### config.mk
export PLATFORM = sky130hd
export DESIGN_NAME = regfile_wr_arbiter_flat
export DESIGN_NICKNAME = d
export VERILOG_FILES = /design/src/rtl/regfile_wr_arbiter_pkg.sv /design/src/rtl/regfile_wr_arbiter_if.sv /design/src/rtl/regfile_wr_decoder.sv /design/src/rtl/regfile_wr_arbiter.sv /design/src/flat_wrapper.sv
export SDC_FILE = /design/constraint.sdc
export NUM_CORES = 1
export LEC_CHECK = 0
export ABC_AREA = 0
export CAP_MARGIN = 20
export CORE_UTILIZATION = 30
export CTS_BUF_LIST = sky130_fd_sc_hd__clkbuf_8
export CTS_CLUSTER_DIAMETER = 150
export CTS_CLUSTER_SIZE = 30
export DETAILED_ROUTE_END_ITERATION = 6
export PLACE_DENSITY = 0.66
export SETUP_SLACK_MARGIN = 0.05
export SYNTH_ARGS = -nofsm -noshare
export SYNTH_HDL_FRONTEND = slang
export SYNTH_HIERARCHICAL = 1
export SYNTH_SLANG_ARGS = --single-unit
### constraint.sdc
create_clock -name clk_i -period 2.75 [get_ports clk_i]
set_clock_uncertainty 0.2 [all_clocks]
set_input_delay 0.825 -clock clk_i [delete_from_list [all_inputs] [get_ports clk_i]]
set_output_delay 0.825 -clock clk_i [all_outputs]
set_load 0.01 [all_outputs]
### src/rtl/regfile_wr_arbiter_pkg.sv
// Shared constants and types for the register-file write arbiter.
// Covers the arbiter, its decoder and its bus interface.
package regfile_pkg;

   localparam int AW   = 5;
   localparam int DW   = 32;
   localparam int NREG = 32;

   typedef enum logic [0:0] {
      PRI_ALU = 1'b0,
      PRI_MEM = 1'b1
   } pri_state_t;

   typedef enum logic [0:0] {
      SRC_ALU = 1'b0,
      SRC_MEM = 1'b1
   } src_t;

endpackage

### src/rtl/regfile_wr_arbiter_if.sv
// Writeback, reservation and register-file write-port bundle.
// The arbiter uses the slave side; the pipeline uses the master side.
interface regfile_wr_arbiter_if
   import regfile_pkg::*;
();

   logic            alu_valid_i;
   logic [AW-1:0]   alu_addr_i;
   logic [DW-1:0]   alu_data_i;
   logic            alu_ready_o;
   logic            mem_valid_i;
   logic [AW-1:0]   mem_addr_i;
   logic [DW-1:0]   mem_data_i;
   logic            mem_ready_o;
   logic            rsv_valid_i;
   logic [AW-1:0]   rsv_addr_i;
   logic            flush_i;
   logic [NREG-1:0] we_o;
   logic [AW-1:0]   waddr_o;
   logic [DW-1:0]   wdata_o;
   logic [NREG-1:0] busy_o;

   modport slave (
      input  alu_valid_i, alu_addr_i, alu_data_i,
      input  mem_valid_i, mem_addr_i, mem_data_i,
      input  rsv_valid_i, rsv_addr_i, flush_i,
      output alu_ready_o, mem_ready_o,
      output we_o, waddr_o, wdata_o, busy_o
   );

   modport master (
      output alu_valid_i, alu_addr_i, alu_data_i,
      output mem_valid_i, mem_addr_i, mem_data_i,
      output rsv_valid_i, rsv_addr_i, flush_i,
      input  alu_ready_o, mem_ready_o,
      input  we_o, waddr_o, wdata_o, busy_o
   );

endinterface

### src/rtl/regfile_wr_decoder.sv
// Address to one-hot register mask with enable.
// Register 0 is hardwired, so it never produces a mask bit.
module regfile_wr_decoder
   import regfile_pkg::*;
(
   input  logic            i_en,
   input  logic [AW-1:0]   i_addr,
   output logic [NREG-1:0] o_onehot
);

   always_comb begin
      o_onehot = '0;
      if (i_en && (i_addr != '0)) begin
         o_onehot[i_addr] = 1'b1;
      end
   end

endmodule

### src/rtl/regfile_wr_arbiter.sv
// Round-robin arbiter between ALU and memory writeback for the single
// register-file write port, plus the per-register pending-write scoreboard.
module regfile_wr_arbiter
   import regfile_pkg::*;
(
   input logic                 clk_i,
   input logic                 rst_ni,
   regfile_wr_arbiter_if.slave bus
);

   pri_state_t      r_state;
   pri_state_t      w_stateNext;
   logic            w_aluGrant;
   logic            w_memGrant;
   logic            w_accept;
   src_t            w_src;
   logic [AW-1:0]   w_addr;
   logic [DW-1:0]   w_data;
   logic [NREG-1:0] w_weMask;
   logic [NREG-1:0] w_rsvMask;
   logic [NREG-1:0] r_we;
   logic [AW-1:0]   r_waddr;
   logic [DW-1:0]   r_wdata;
   logic [NREG-1:0] r_busy;

   always_ff @(posedge clk_i) begin
      if (!rst_ni) begin
         r_state <= PRI_ALU;
      end else begin
         r_state <= w_stateNext;
      end
   end

   // Grants are suppressed in reset so nothing is accepted and later dropped.
   always_comb begin
      w_stateNext = r_state;
      w_aluGrant  = 1'b0;
      w_memGrant  = 1'b0;
      w_src       = SRC_ALU;
      if (rst_ni) begin
         if (bus.alu_valid_i && bus.mem_valid_i) begin
            if (r_state == PRI_ALU) begin
               w_aluGrant = 1'b1;
            end else begin
               w_memGrant = 1'b1;
            end
         end else if (bus.alu_valid_i) begin
            w_aluGrant = 1'b1;
         end else if (bus.mem_valid_i) begin
            w_memGrant = 1'b1;
         end
      end
      if (w_aluGrant) begin
         w_stateNext = PRI_MEM;
         w_src       = SRC_ALU;
      end else if (w_memGrant) begin
         w_stateNext = PRI_ALU;
         w_src       = SRC_MEM;
      end
   end

   assign w_accept = w_aluGrant | w_memGrant;
   assign w_addr   = (w_src == SRC_MEM) ? bus.mem_addr_i : bus.alu_addr_i;
   assign w_data   = (w_src == SRC_MEM) ? bus.mem_data_i : bus.alu_data_i;

   regfile_wr_decoder u_weDecoder (
      .i_en     (w_accept),
      .i_addr   (w_addr),
      .o_onehot (w_weMask)
   );

   regfile_wr_decoder u_rsvDecoder (
      .i_en     (bus.rsv_valid_i),
      .i_addr   (bus.rsv_addr_i),
      .o_onehot (w_rsvMask)
   );

   // Set after clear so a same-cycle reservation keeps the bit; flush beats both.
   always_ff @(posedge clk_i) begin
      if (!rst_ni) begin
         r_we    <= '0;
         r_waddr <= '0;
         r_wdata <= '0;
         r_busy  <= '0;
      end else begin
         r_we <= w_weMask;
         if (w_accept) begin
            r_waddr <= w_addr;
            r_wdata <= w_data;
         end
         if (bus.flush_i) begin
            r_busy <= '0;
         end else begin
            r_busy <= (r_busy & ~w_weMask) | w_rsvMask;
         end
      end
   end

   assign bus.alu_ready_o = w_aluGrant;
   assign bus.mem_ready_o = w_memGrant;
   assign bus.we_o        = r_we;
   assign bus.waddr_o     = r_waddr;
   assign bus.wdata_o     = r_wdata;
   assign bus.busy_o      = r_busy;

endmodule

### src/flat_wrapper.sv
// flat-port wrapper written by rule: the top's interface ports become plain ports
module regfile_wr_arbiter_flat import regfile_pkg::*;
  (clk_i, rst_ni, bus_alu_valid_i, bus_alu_addr_i, bus_alu_data_i, bus_mem_valid_i, bus_mem_addr_i, bus_mem_data_i, bus_rsv_valid_i, bus_rsv_addr_i, bus_flush_i, bus_alu_ready_o, bus_mem_ready_o, bus_we_o, bus_waddr_o, bus_wdata_o, bus_busy_o);
  regfile_wr_arbiter_if bus_i ();
  input logic clk_i;
  input logic rst_ni;
  input wire logic [$bits(bus_i.alu_valid_i)-1:0] bus_alu_valid_i;
  input wire logic [$bits(bus_i.alu_addr_i)-1:0] bus_alu_addr_i;
  input wire logic [$bits(bus_i.alu_data_i)-1:0] bus_alu_data_i;
  input wire logic [$bits(bus_i.mem_valid_i)-1:0] bus_mem_valid_i;
  input wire logic [$bits(bus_i.mem_addr_i)-1:0] bus_mem_addr_i;
  input wire logic [$bits(bus_i.mem_data_i)-1:0] bus_mem_data_i;
  input wire logic [$bits(bus_i.rsv_valid_i)-1:0] bus_rsv_valid_i;
  input wire logic [$bits(bus_i.rsv_addr_i)-1:0] bus_rsv_addr_i;
  input wire logic [$bits(bus_i.flush_i)-1:0] bus_flush_i;
  output wire logic [$bits(bus_i.alu_ready_o)-1:0] bus_alu_ready_o;
  output wire logic [$bits(bus_i.mem_ready_o)-1:0] bus_mem_ready_o;
  output wire logic [$bits(bus_i.we_o)-1:0] bus_we_o;
  output wire logic [$bits(bus_i.waddr_o)-1:0] bus_waddr_o;
  output wire logic [$bits(bus_i.wdata_o)-1:0] bus_wdata_o;
  output wire logic [$bits(bus_i.busy_o)-1:0] bus_busy_o;
  assign bus_i.alu_valid_i = bus_alu_valid_i;
  assign bus_i.alu_addr_i = bus_alu_addr_i;
  assign bus_i.alu_data_i = bus_alu_data_i;
  assign bus_i.mem_valid_i = bus_mem_valid_i;
  assign bus_i.mem_addr_i = bus_mem_addr_i;
  assign bus_i.mem_data_i = bus_mem_data_i;
  assign bus_i.rsv_valid_i = bus_rsv_valid_i;
  assign bus_i.rsv_addr_i = bus_rsv_addr_i;
  assign bus_i.flush_i = bus_flush_i;
  assign bus_alu_ready_o = bus_i.alu_ready_o;
  assign bus_mem_ready_o = bus_i.mem_ready_o;
  assign bus_we_o = bus_i.we_o;
  assign bus_waddr_o = bus_i.waddr_o;
  assign bus_wdata_o = bus_i.wdata_o;
  assign bus_busy_o = bus_i.busy_o;
  regfile_wr_arbiter u_core (.clk_i(clk_i), .rst_ni(rst_ni), .bus(bus_i));
endmodule
==> key figures, run 1 <==
STA
  – Measured slew at the worst slew-check pin: 584.0 ps
  – Fraction of the cycle the final worst path needs: 96.46%
  – Final setup viols: 0
  – Final critical delay including setup and external delays: 2653 ps
  – Relative slew margins: 61.06%
  – Worst hold-check slack: roughly 270 ps
  – F_max: 377.0 MHz
  – Final hold vios: 0
  – Number of max-slew violations in the final report: 0
  – Unrepaired setup endpoints after global routing: no

GRT
  – Number of global-route vias before repair: between 4000 and 5000
  – Aggregate global-route resource usage: between 10% and 20%
  – Largest net degree at the start of global routing: 61
  – Total congestion overflow after global routing: 0
  – Number of antenna violations at the first check in global routing: 0
  – Global-route wire length before repair: 21.78 mm

Die
  – Top-level I/O count: 188
  – Die outline area: 15030 um2
  – Die Ht: 122.6 um
  – Core area: 14040 um2
  – Width of the die: between 100 and 150 um
  – Num rows: between 40 and 50
  – Initial standard-cell utilization of the core: 31.07%

Clock tree
  – Buffer type at the clock tree root: clkbuf_8
  – Maximum buffer depth of the clock tree: 2
  – Post-CTS setup buffer count: 0
  – H-tree depth reported by CTS: 3
  – Sink count of the clock tree: between 100 and 150
  – Number of clock buffers inserted by TritonCTS: 9
  – Skew-Pair Late Insertion Delay: ~380 ps
  – Clock-pin slew of the registers on the worst-case setup and hold paths: roughly 90 ps
  – Resize count post-CTS: 4
  – Number of buffers added to fix hold violations after cts: 0
  – Clock tree from TritonCTS: built

Detailed routing
  – Average routed wire per standard cell: 16.26 um
  – Remaining antenna violation count: 0
  – DRC viols: 0
  – First drt pass iteration count: 4
  – Detail-routed via count per cell: slightly below 5
  – Routed wire length: 14.67 mm
  – Drt first-iter violations: 242
  – Via count: roughly 4500

Power and ir drop
  – Ratio of total power to cell area: 451.6 nW/um2
  – Combinational share of power: 18.4%
  – Net Switching: 836.7 uW
  – Design internal power: 2.192 mW
  – Sequential fraction of design power: 51.8%
  – Static leakage power: 2.369 nW
  – Switching Share: between 20% and 30%
  – Fraction of power consumed by the clock network: between 20% and 30%
  – Peak supply drop: 0.3526 mV

Cells and area
  – Number of antenna cells inserted: 0
  – Share of final-layout standard cells stronger than drive strength 1: 8.449%
  – Layout Area Growth over Synthesis: 53.69%
  – Number of nets in the final layout: 803
  – Final Core Density: 47.75%

Placed design
  – Final estimated routing congestion in global placement: 0.8636
  – Port-buffer cells: 187
  – Detailed placer's ending HPWL: ~11 mm

Yosys
  – Share of the synthesized area in the top cell type: 46.80%
  – Number of cells produced by synthesis: 531
  – Number of distinct library cells after synthesis: 29
  – Count of yosys warnings during synthesis: 6
  – Seq/Total Area, Yosys: 46.80%
  – Number of synthesized flops with an enable pin: 0
  – Most frequent cell after synthesis: dfxtp_1
  – Fraction of registers with async set/reset: 0%
  – Most frequent cells after synthesis: dfxtp_1 (102), nor2_1 (95), nand2_1 (77)
  – Seq cells post-synth: between 100 and 150
  – Net count after synthesis: between 600 and 700
  – Cell types occupying the most area after synthesis: dfxtp_1 (47%), nor2_1 (8.2%), o2111ai_1 (7.4%)
  – Average instance area after synthesis: 8.216 um2
  – Most used flip-flop cell after synthesis: dfxtp_1
  – Top cell type by total area after synthesis: dfxtp_1
  – Netlist area before placement: around 4400 um2

Worst setup path
  – Worst Path Required: roughly 1700 ps
  – Crit end category: output pin
  – Crit start category: input pin
  – Crit path launch: bus_alu_valid_i
  – Worst path arrival time: 1630 ps
  – Worst flop-to-flop path startpoint: u_core/r_state
  – Start-to-end type of the worst setup path: input pin to output pin
  – FF-to-FF path depth: 8
  – Crit Reg-Reg Endpoint: u_core/bus.busy_o[3]
  – Crit-path max FO: 5
  – Register-to-register setup slack: roughly 540 ps

Worst hold path
  – Number of instances on the worst hold path: 2
  – Launch instance of the worst min-delay path: u_core/bus.wdata_o[18]
  – Hold path endpoint: u_core/bus.wdata_o[18]
  – Type of the most critical hold path: register to register

Job
  – Maxcap violations: 0

Run status
  – Result of the run: complete, no violations
[worst max-delay path, cell delays in order]
cell,delay (ps)
dlygate4sd2_1,250
inv_2,60
o211a_4,250
clkdlybuf4s15_1,240
[state kept, by name (all words and copies together) (netlist names)]
signal and cells:
u_core/bus.busy_o 32, u_core/bus.wdata_o 32, u_core/bus.we_o 32, u_core/bus.waddr_o 5, u_core/r_state 1
[cell usage in the layout (no fill, tap or decap), types with 2 or more instances in the layout]
master,n
nand2b_1,5
nand4b_1,6
clkdlybuf4s50_1,182
and2_1,32
o21ai_1,3
o2111ai_1,37
o311ai_0,3
nand4bb_1,6
buf_4,34
a21oi_1,32
o21ai_0,2
nor2_1,93
o311ai_1,33
buf_12,2
clkinvlp_4,3
nand4_1,2
dfxtp_1,102
nand2_1,77
clkbuf_8,10
conb_1,2
dlygate4sd2_1,2
inv_1,37
[worst max-delay path by stage]
stage / endpoint / slack [ps] / cells after the start
after floorplan: u_core/bus.busy_o[3] / 50 / 9
after global placement: u_core/bus.busy_o[1] / -430 / 10
after detailed placement: u_core/bus.busy_o[3] / -500 / 10
after CTS: bus_mem_ready_o / 90 / 4
after global routing: bus_mem_ready_o / 60 / 4
final: bus_mem_ready_o / 100 / 4
[final cells by class]
type                       count  area [um2]
fill                        1341        7337
timing repair buffer         222        2150
sequential                   102        2042
multi-input combinational    345        1966
tap                          180       225.2
inverter                      38       142.6
clock buffer                  10       137.6
clock inverter                 5       42.54
[power by group through the flow]
stage          Clock [mW]  Sequential [mW]  Combinational [mW]
3_3_place_gp            0             1.60               0.551
2_1_floorplan           0             1.62               0.201
5_1_grt             0.992             1.57               0.598
3_5_place_dp            0             1.60               0.557
6_report            0.904             1.57               0.557
4_1_cts             0.939             1.57               0.559
[metrics by stage]
stage	power, mW	setup TNS (ps)	cell area [um2]	setup slack, ps	instances
3_5_place_dp	2.160	-20880	6521	-504.9	887
6_report	3.028	0	6705	97.37	902
5_1_grt	3.165	0	6705	55.69	902
4_1_cts	3.067	0	6699	87.48	902
3_3_place_gp	2.150	-19870	6521	-430.4	887
2_1_floorplan	1.826	0	4365	53.12	531
[metal layers]
metal | up-vias | share of wire (%) | global-route usage (%) | wire length [um]
li1 | 2194 | - | - | -
met1 | 2074 | 43 | 22.72 | 6343
met2 | 200 | 46 | 31.64 | 6701
met3 | 14 | 9.7 | 6.738 | 1424
met4 | 0 | 1.3 | 5.640 | 197
met5 | - | 0 | 0 | 0
[logic make-up (layout without fill, tap and decap cells)]
logic type,after synthesis,count (layout),synth area share (%)
AOI/OAI and AO/OA,113,113,19.90
buffers and inverters,84,275,8.517
DFF,102,102,46.80
other,2,2,0.1721
and+or+nand+nor,230,230,24.61
Note: power is estimated with default switching activity, not from simulation.
==> inputs of run 2 (changes only) <==
Settings changed: CTS_CLUSTER_DIAMETER 150 to unset.
==> results of run 2 <==
The final DEF is identical to that of run 1; final timing and power are the same.
